--- src/rtl/cpu_pkg.sv ---
// Shared CPU pipeline encodings: writeback source select, MEM-stage FSM states, MEM/WB payload.
package cpu_pkg;

  localparam logic [1:0] WESL_ALU     = 2'b00;
  localparam logic [1:0] WESL_DRAM    = 2'b01;
  localparam logic [1:0] WESL_PC4     = 2'b10;
  localparam logic [1:0] WESL_ALU_ALT = 2'b11;

  localparam logic [0:0] ST_IDLE = 1'b0;
  localparam logic [0:0] ST_WAIT = 1'b1;

  typedef struct packed {
    logic [31:0] wd;
    logic [31:0] pc;
    logic [4:0]  wr;
    logic        we;
    logic        have_inst;
  } memwb_t;

endpackage

--- src/rtl/reg_mem_wb.sv ---
// MEM/WB pipeline register, one cycle of latency.
// A bubble clears we/have_inst and holds every other field.
module reg_mem_wb
  import cpu_pkg::*;
(
  input  logic   clk,
  input  logic   rst_n,
  input  logic   i_bubble,
  input  memwb_t i_d,
  output memwb_t o_q
);

  memwb_t r_q;

  always_ff @(posedge clk or negedge rst_n) begin
    if (!rst_n) begin
      r_q <= '0;
    end else if (i_bubble) begin
      r_q.we        <= 1'b0;
      r_q.have_inst <= 1'b0;
    end else begin
      r_q <= i_d;
    end
  end

  assign o_q = r_q;

endmodule

--- src/rtl/mem_stage.sv ---
// MEM pipeline stage: DRAM request FSM with timeout/misalign handling, writeback mux, MEM/WB register.
// Zero added latency when dram_ack arrives with the request; otherwise mem_stall holds upstream.
module mem_stage
  import cpu_pkg::*;
#(
  parameter int TIMEOUT = 255
) (
  input  logic        clk,
  input  logic        rst_n,
  input  logic [31:0] mem_rd2,
  input  logic [31:0] mem_aluC,
  input  logic [31:0] mem_pc4,
  input  logic [31:0] mem_pc,
  input  logic [1:0]  mem_rf_wesl,
  input  logic        mem_dram_we,
  input  logic        mem_we,
  input  logic        mem_have_inst,
  input  logic [4:0]  mem_wr,
  output logic        dram_req,
  output logic        dram_we,
  output logic [31:0] dram_addr,
  output logic [31:0] dram_wdata,
  input  logic        dram_ack,
  input  logic [31:0] dram_rdata,
  output logic        mem_stall,
  output logic [31:0] mem_fwd_data,
  output logic [31:0] wb_wd,
  output logic [31:0] wb_pc,
  output logic [4:0]  wb_wr,
  output logic        wb_we,
  output logic        wb_have_inst,
  output logic        bus_err,
  output logic        misalign_err
);

  localparam int CW = (TIMEOUT > 1) ? $clog2(TIMEOUT) : 1;
  localparam logic [CW-1:0] CNT_LAST = CW'(TIMEOUT - 1);

  logic [0:0]    r_state;
  logic [CW-1:0] r_cnt;
  logic [31:0]   r_addr;
  logic [31:0]   r_wdata;
  logic          r_we;
  logic          r_bus_err;
  logic          r_mis_err;

  logic          w_access;
  logic          w_idle;
  logic          w_in_wait;
  logic          w_misalign;
  logic          w_idle_req;
  logic          w_timeout;
  logic          w_req;
  logic          w_stall;
  logic [31:0]   w_load;
  memwb_t        w_wb_d;
  memwb_t        w_wb_q;

  assign w_access   = mem_have_inst & (mem_dram_we | (mem_rf_wesl == WESL_DRAM));
  assign w_idle     = (r_state == ST_IDLE);
  assign w_in_wait  = (r_state == ST_WAIT);
  assign w_misalign = w_idle & w_access & (mem_aluC[1:0] != 2'b00);
  assign w_idle_req = w_idle & w_access & ~w_misalign;
  assign w_timeout  = w_in_wait & ~dram_ack & (r_cnt == CNT_LAST);
  assign w_req      = w_idle_req | w_in_wait;
  assign w_stall    = w_req & ~dram_ack & ~w_timeout;

  // Reset gates the bus so an in-flight request is dropped the instant rst_n falls.
  assign dram_req   = rst_n & w_req;
  assign dram_we    = rst_n & (w_in_wait ? r_we : (w_idle_req & mem_dram_we));
  assign dram_addr  = !rst_n ? 32'd0 : (w_in_wait ? r_addr : mem_aluC);
  assign dram_wdata = !rst_n ? 32'd0 : (w_in_wait ? r_wdata : mem_rd2);
  assign mem_stall  = rst_n & w_stall;

  assign w_load       = (w_timeout | w_misalign) ? 32'd0 : dram_rdata;
  assign mem_fwd_data = (mem_rf_wesl == WESL_PC4) ? mem_pc4 : mem_aluC;

  always_comb begin
    w_wb_d           = '0;
    w_wb_d.pc        = mem_pc;
    w_wb_d.wr        = mem_wr;
    w_wb_d.we        = mem_we & ~w_misalign;
    w_wb_d.have_inst = mem_have_inst;
    case (mem_rf_wesl)
      WESL_DRAM: w_wb_d.wd = w_load;
      WESL_PC4:  w_wb_d.wd = mem_pc4;
      default:   w_wb_d.wd = mem_aluC;
    endcase
  end

  always_ff @(posedge clk or negedge rst_n) begin
    if (!rst_n) begin
      r_state   <= ST_IDLE;
      r_cnt     <= '0;
      r_addr    <= '0;
      r_wdata   <= '0;
      r_we      <= 1'b0;
      r_bus_err <= 1'b0;
      r_mis_err <= 1'b0;
    end else begin
      if (w_idle_req && !dram_ack) begin
        r_state <= ST_WAIT;
        r_cnt   <= '0;
        r_addr  <= mem_aluC;
        r_wdata <= mem_rd2;
        r_we    <= mem_dram_we;
      end else if (w_in_wait) begin
        if (dram_ack || w_timeout) r_state <= ST_IDLE;
        else                       r_cnt   <= r_cnt + 1'b1;
      end
      if (w_timeout)  r_bus_err <= 1'b1;
      if (w_misalign) r_mis_err <= 1'b1;
    end
  end

  assign bus_err      = r_bus_err;
  assign misalign_err = r_mis_err;

  reg_mem_wb u_reg_mem_wb (
    .clk      (clk),
    .rst_n    (rst_n),
    .i_bubble (w_stall),
    .i_d      (w_wb_d),
    .o_q      (w_wb_q)
  );

  assign wb_wd        = w_wb_q.wd;
  assign wb_pc        = w_wb_q.pc;
  assign wb_wr        = w_wb_q.wr;
  assign wb_we        = w_wb_q.we;
  assign wb_have_inst = w_wb_q.have_inst;

endmodule

--- config.mk ---
export PLATFORM = sky130hd
export DESIGN_NAME = mem_stage
export DESIGN_NICKNAME = d
export VERILOG_FILES = /design/src/rtl/cpu_pkg.sv /design/src/rtl/reg_mem_wb.sv /design/src/rtl/mem_stage.sv
export SDC_FILE = /design/constraint.sdc
export NUM_CORES = 1
export LEC_CHECK = 0
export CORE_AREA = 4 4 190 192
export CTS_CLUSTER_SIZE = 40
export DETAILED_ROUTE_END_ITERATION = 12
export DIE_AREA = 0 0 194 196
export DONT_BUFFER_PORTS = 1
export PLACE_DENSITY = 0.47
export SYNTH_ARGS = -nofsm -noshare
export SYNTH_HDL_FRONTEND = slang
export SYNTH_SLANG_ARGS = --single-unit
--- constraint.sdc ---
create_clock -name clk -period 2.3 [get_ports clk]
set_input_delay 0.575 -clock clk [delete_from_list [all_inputs] [get_ports clk]]
set_output_delay 0.575 -clock clk [all_outputs]
set_load 0.005 [all_outputs]
==> run_summary.xml <==
<?xml version="1.0" encoding="UTF-8"?>
<metrics>
  <group name="outcome">
    <metric name="outcome" unit="">finished with violations</metric>
    <metric name="violations" unit="">negative hold slack</metric>
  </group>
  <group name="global_route">
    <metric name="first_pass_grt_wire_length" unit="mm">35.4</metric>
    <metric name="grt_start_max_net_pins" unit="">215</metric>
    <metric name="gr-usage-all-layers" unit="%">12.2</metric>
    <metric name="grt_pass1_vias" unit="">5501</metric>
    <metric name="grt_overflow_total" unit="">0</metric>
    <metric name="antenna_found_initial" unit="">1</metric>
  </group>
  <group name="placed_design">
    <metric name="dp_slack" unit="ps">-134</metric>
    <metric name="finalWeightedCongestion" unit="">0.758</metric>
    <metric name="port_buffer_count" unit="">0</metric>
    <metric name="dp.cells" unit="">1165</metric>
    <metric name="dp.final_hpwl" unit="mm">16.8</metric>
  </group>
  <group name="timing">
    <metric name="report.final.setup_viol" unit="">0</metric>
    <metric name="finalSetupTns" unit="ps">0</metric>
    <metric name="hold_violations_final" unit="">147</metric>
    <metric name="grt_setup_unrepaired" unit="">true</metric>
    <metric name="worst_clock_skew" unit="ps">10.6</metric>
    <metric name="clock.fmax" unit="MHz">448</metric>
    <metric name="timing.final.ws_setup" unit="ps">66.2</metric>
    <metric name="timing.hold.ws" unit="ps">-152</metric>
    <metric name="portion_of_the_clock_cycle_consumed_by_the_worst_path_in_the_final_layout" unit="%">97.1</metric>
    <metric name="worst-slew-pin-transition" unit="ps">468</metric>
    <metric name="timing.final.max_slew_violations" unit="">0</metric>
    <metric name="final_period_minus_worst_setup_slack" unit="ps">2230</metric>
    <metric name="max-slew-margin-rel" unit="%">68.8</metric>
  </group>
  <group name="logic_synthesis">
    <metric name="synth_top_cells_by_area" unit="">dfrtp_1, mux2_2, mux2i_1</metric>
    <metric name="synth_area_leader_cell" unit="">dfrtp_1</metric>
    <metric name="post_synthesis_cell_area" unit="um^2">7870</metric>
    <metric name="netlist.area_leader.share" unit="%">46.8</metric>
    <metric name="yosysSeqAreaShare" unit="%">46.8</metric>
    <metric name="mean_instance_size_in_the_synthesized_netlist" unit="um^2">10.6</metric>
    <metric name="syn-instance-count" unit="">740</metric>
    <metric name="ys_types" unit="">38</metric>
    <metric name="synth_warnings" unit="">0</metric>
    <metric name="ys_ff_latch" unit="">147</metric>
    <metric name="syn-num-nets" unit="">917</metric>
  </group>
  <group name="setup_path">
    <metric name="crit-reg2reg-launch" unit="">r_cnt[1]$_DFFE_PN0P_</metric>
    <metric name="critPathArrivalTime" unit="ps">1660</metric>
    <metric name="critical_path_class" unit="">reg2out</metric>
    <metric name="r2r_slack" unit="ps">290</metric>
    <metric name="endpoint_of_the_most_critical_register_to_register_path" unit="">u_reg_mem_wb.o_q[6]$_DFFE_PN0N_</metric>
    <metric name="timing.critical_path.fanout_max" unit="">4</metric>
    <metric name="timing.critical_path.to_type" unit="">output pin</metric>
    <metric name="worstPathRequired" unit="ps">1730</metric>
    <metric name="timing.reg2reg.worst_path_depth" unit="">8</metric>
    <metric name="cp_launch_type" unit="">flip-flop</metric>
  </group>
  <group name="route">
    <metric name="detail_route.first_pass.iterations" unit="">4</metric>
    <metric name="count_of_vias_placed_by_the_detailed_router" unit="">5339</metric>
    <metric name="finalWirelength" unit="mm">23.6</metric>
    <metric name="post_drt_via_cell_ratio" unit="">4.46</metric>
    <metric name="drt-initial-drc-count" unit="">141</metric>
    <metric name="drt_drc_violations_left" unit="">0</metric>
    <metric name="detail-route-antenna-nets" unit="">0</metric>
    <metric name="avgRoutedWirePerCell" unit="um">19.7</metric>
  </group>
  <group name="clock_network">
    <metric name="insertion_delay_of_the_later_clocked_pin_in_the_worst_skew_pair" unit="ps">430</metric>
    <metric name="clkSlewWorstSetupHoldPaths" unit="ps">60</metric>
    <metric name="cts-buffers-inserted" unit="">17</metric>
    <metric name="tritoncts" unit="">done</metric>
    <metric name="cts.path.max_buffers" unit="">2</metric>
    <metric name="clock-root-buffer" unit="">clkbuf_16</metric>
    <metric name="clkSinkCount" unit="">147</metric>
    <metric name="ctsHtreeMaxLevel" unit="">4</metric>
  </group>
  <group name="final_layout">
    <metric name="multiInputGateArea" unit="um^2">3780</metric>
    <metric name="fillerInstances" unit="">3645</metric>
    <metric name="final_layout_size_suffix_gt1_share" unit="%">23.1</metric>
    <metric name="area_added_between_synthesis_and_finish" unit="%">18.1</metric>
    <metric name="num_antenna_cells" unit="">0</metric>
    <metric name="stdcell_count" unit="">1198</metric>
    <metric name="post-route-util" unit="%">27.0</metric>
    <metric name="final_nets" unit="">909</metric>
    <metric name="register_area" unit="um^2">3680</metric>
  </group>
  <group name="die">
    <metric name="fp.dieH" unit="um">196</metric>
    <metric name="ios" unit="">345</metric>
    <metric name="start_util" unit="%">22.9</metric>
    <metric name="fp-row-count" unit="">68</metric>
    <metric name="floorplan.core_area" unit="um^2">34400</metric>
    <metric name="design.die.area" unit="um^2">38000</metric>
    <metric name="floorplan.die.width" unit="um">194</metric>
  </group>
  <group name="pwr">
    <metric name="vdd_ir_drop_max" unit="uV">475</metric>
    <metric name="cellLeakagePower" unit="nW">3.82</metric>
    <metric name="power.density_cell_area" unit="nW/um^2">800</metric>
  </group>
  <group name="worst_hold_path">
    <metric name="timing.hold.worst.class" unit="">in2async</metric>
  </group>
  <group name="flow_run">
    <metric name="drv_cap" unit="">0</metric>
  </group>
</metrics>
synthesized netlist by cell type:
master,instances
and4_1,1
nand4b_1,1
mux2_4,12
a311oi_2,1
buf_2,18
nand3_1,1
nand4_1,1
mux2i_1,97
o21ai_0,64
dfrtp_1,147
nand2b_1,2
nor2_2,1
o31ai_1,3
a31oi_1,33
or2_2,3
a21oi_1,1
and3_1,1
and2_1,4
inv_1,70
buf_6,3
o211ai_1,3
ha_1,4
a32oi_1,1
nor3_1,1
mux2_2,88
buf_1,1
nor2b_1,67
nor3b_1,1
nor2b_2,1
o2111ai_1,3
clkbuf_1,24
nor2_1,5
a311o_1,1
and3b_1,1
o22ai_1,1
buf_4,4
nand2_1,67
xor2_1,3
critical path, cell delays in order (launching register included):
cell      delay, ps
dfrtp_2         440
ha_4            180
nand2_4          60
nor2_2           50
a311oi_4        290
and2_4          220
kinds of logic (layout without fill, tap and decap cells):
logic type	Yosys count	after routing	synth area share [%]
flip-flops	147	147	46.8
buffers and inverters	120	123	6.49
AO/OA/AOI/OAI	111	111	8.17
XOR/XNOR	3	3	0.334
AND/OR/NAND/NOR	158	158	10.4
adder cells (fa/ha/maj)	4	4	0.636
multiplexers	197	197	27.2
layout make-up:
type | instances | area share, %
Multi-Input combinational cell | 473 | 40.6
Clock buffer | 21 | 4.95
Sequential cell | 147 | 39.6
Clock inverter | 9 | 2.18
Timing Repair Buffer | 23 | 3.64
Inverter | 70 | 2.83
Tap cell | 455 | 6.13
metal layers:
| metal | GRT usage (%) | up-vias | part of all wire, % |
|---|---|---|---|
| met2 | 20.6 | 226 | 49 |
| li1 | - | 2497 | - |
| met4 | 3.13 | 2 | 1.0 |
| met5 | 0 | - | 0.059 |
| met3 | 4.55 | 17 | 7.6 |
| met1 | 14.8 | 2597 | 42 |
how the worst max path moves through the flow:
stage | startpoint | end | slack [ps] | cells past startpoint
floorplan | mem_rf_wesl[1] | mem_stall | 20 | 8
global placement | mem_rf_wesl[1] | u_reg_mem_wb.o_q[8]$_DFFE_PN0N_ | -110 | 8
detailed placement | mem_rf_wesl[1] | u_reg_mem_wb.o_q[6]$_DFFE_PN0N_ | -130 | 8
CTS | r_cnt[1]$_DFFE_PN0P_ | mem_stall | -40 | 5
global route | r_cnt[0]$_DFFE_PN0P_ | mem_stall | -20 | 6
finish | r_cnt[1]$_DFFE_PN0P_ | mem_stall | 70 | 5
registers in the layout, summed over array words and instances, names as in the netlist:
register and cells:
r_addr 32, r_state 1, r_wdata 32, r_we 1, misalign_err 1, bus_err 1, r_cnt 8, u_reg_mem_wb.o_q 71
placed cells by master, fill, tap and decap left out, types with 4 or more instances in the layout:
cell and n:
a31oi_1 32, buf_12 10, buf_4 11, bufinv_16 6, clkbuf_16 17, dfrtp_1 145, inv_1 69, mux2_2 88
mux2_4 12, mux2i_1 96, nand2_1 66, nor2_1 4, nor2b_1 64, o21ai_0 64
stage by stage:
stage	cell area [um^2]	total power, mW
after floorplan	7890	4.00
after global placement	8520	4.22
after detailed placement	8520	4.26
after CTS	9260	7.57
after global routing	9290	7.83
final	9290	7.43
power breakdown:
group | internal [mW] | switching, mW | total (mW) | leakage [nW]
clock | 2.08 | 1.12 | 3.20 | 0.323
sequential | 3.00 | 0.265 | 3.26 | 1.79
combinational | 0.532 | 0.436 | 0.968 | 1.70
what timing repair did:
item,in CTS,in global routing
buffers inserted,2,0
endpoints found under the hold margin,147,147
resized for setup,11,8
endpoints found under the setup margin,13,6
gates cloned,1,0
pin swaps,3,1
(Power assumes the default switching activity.)
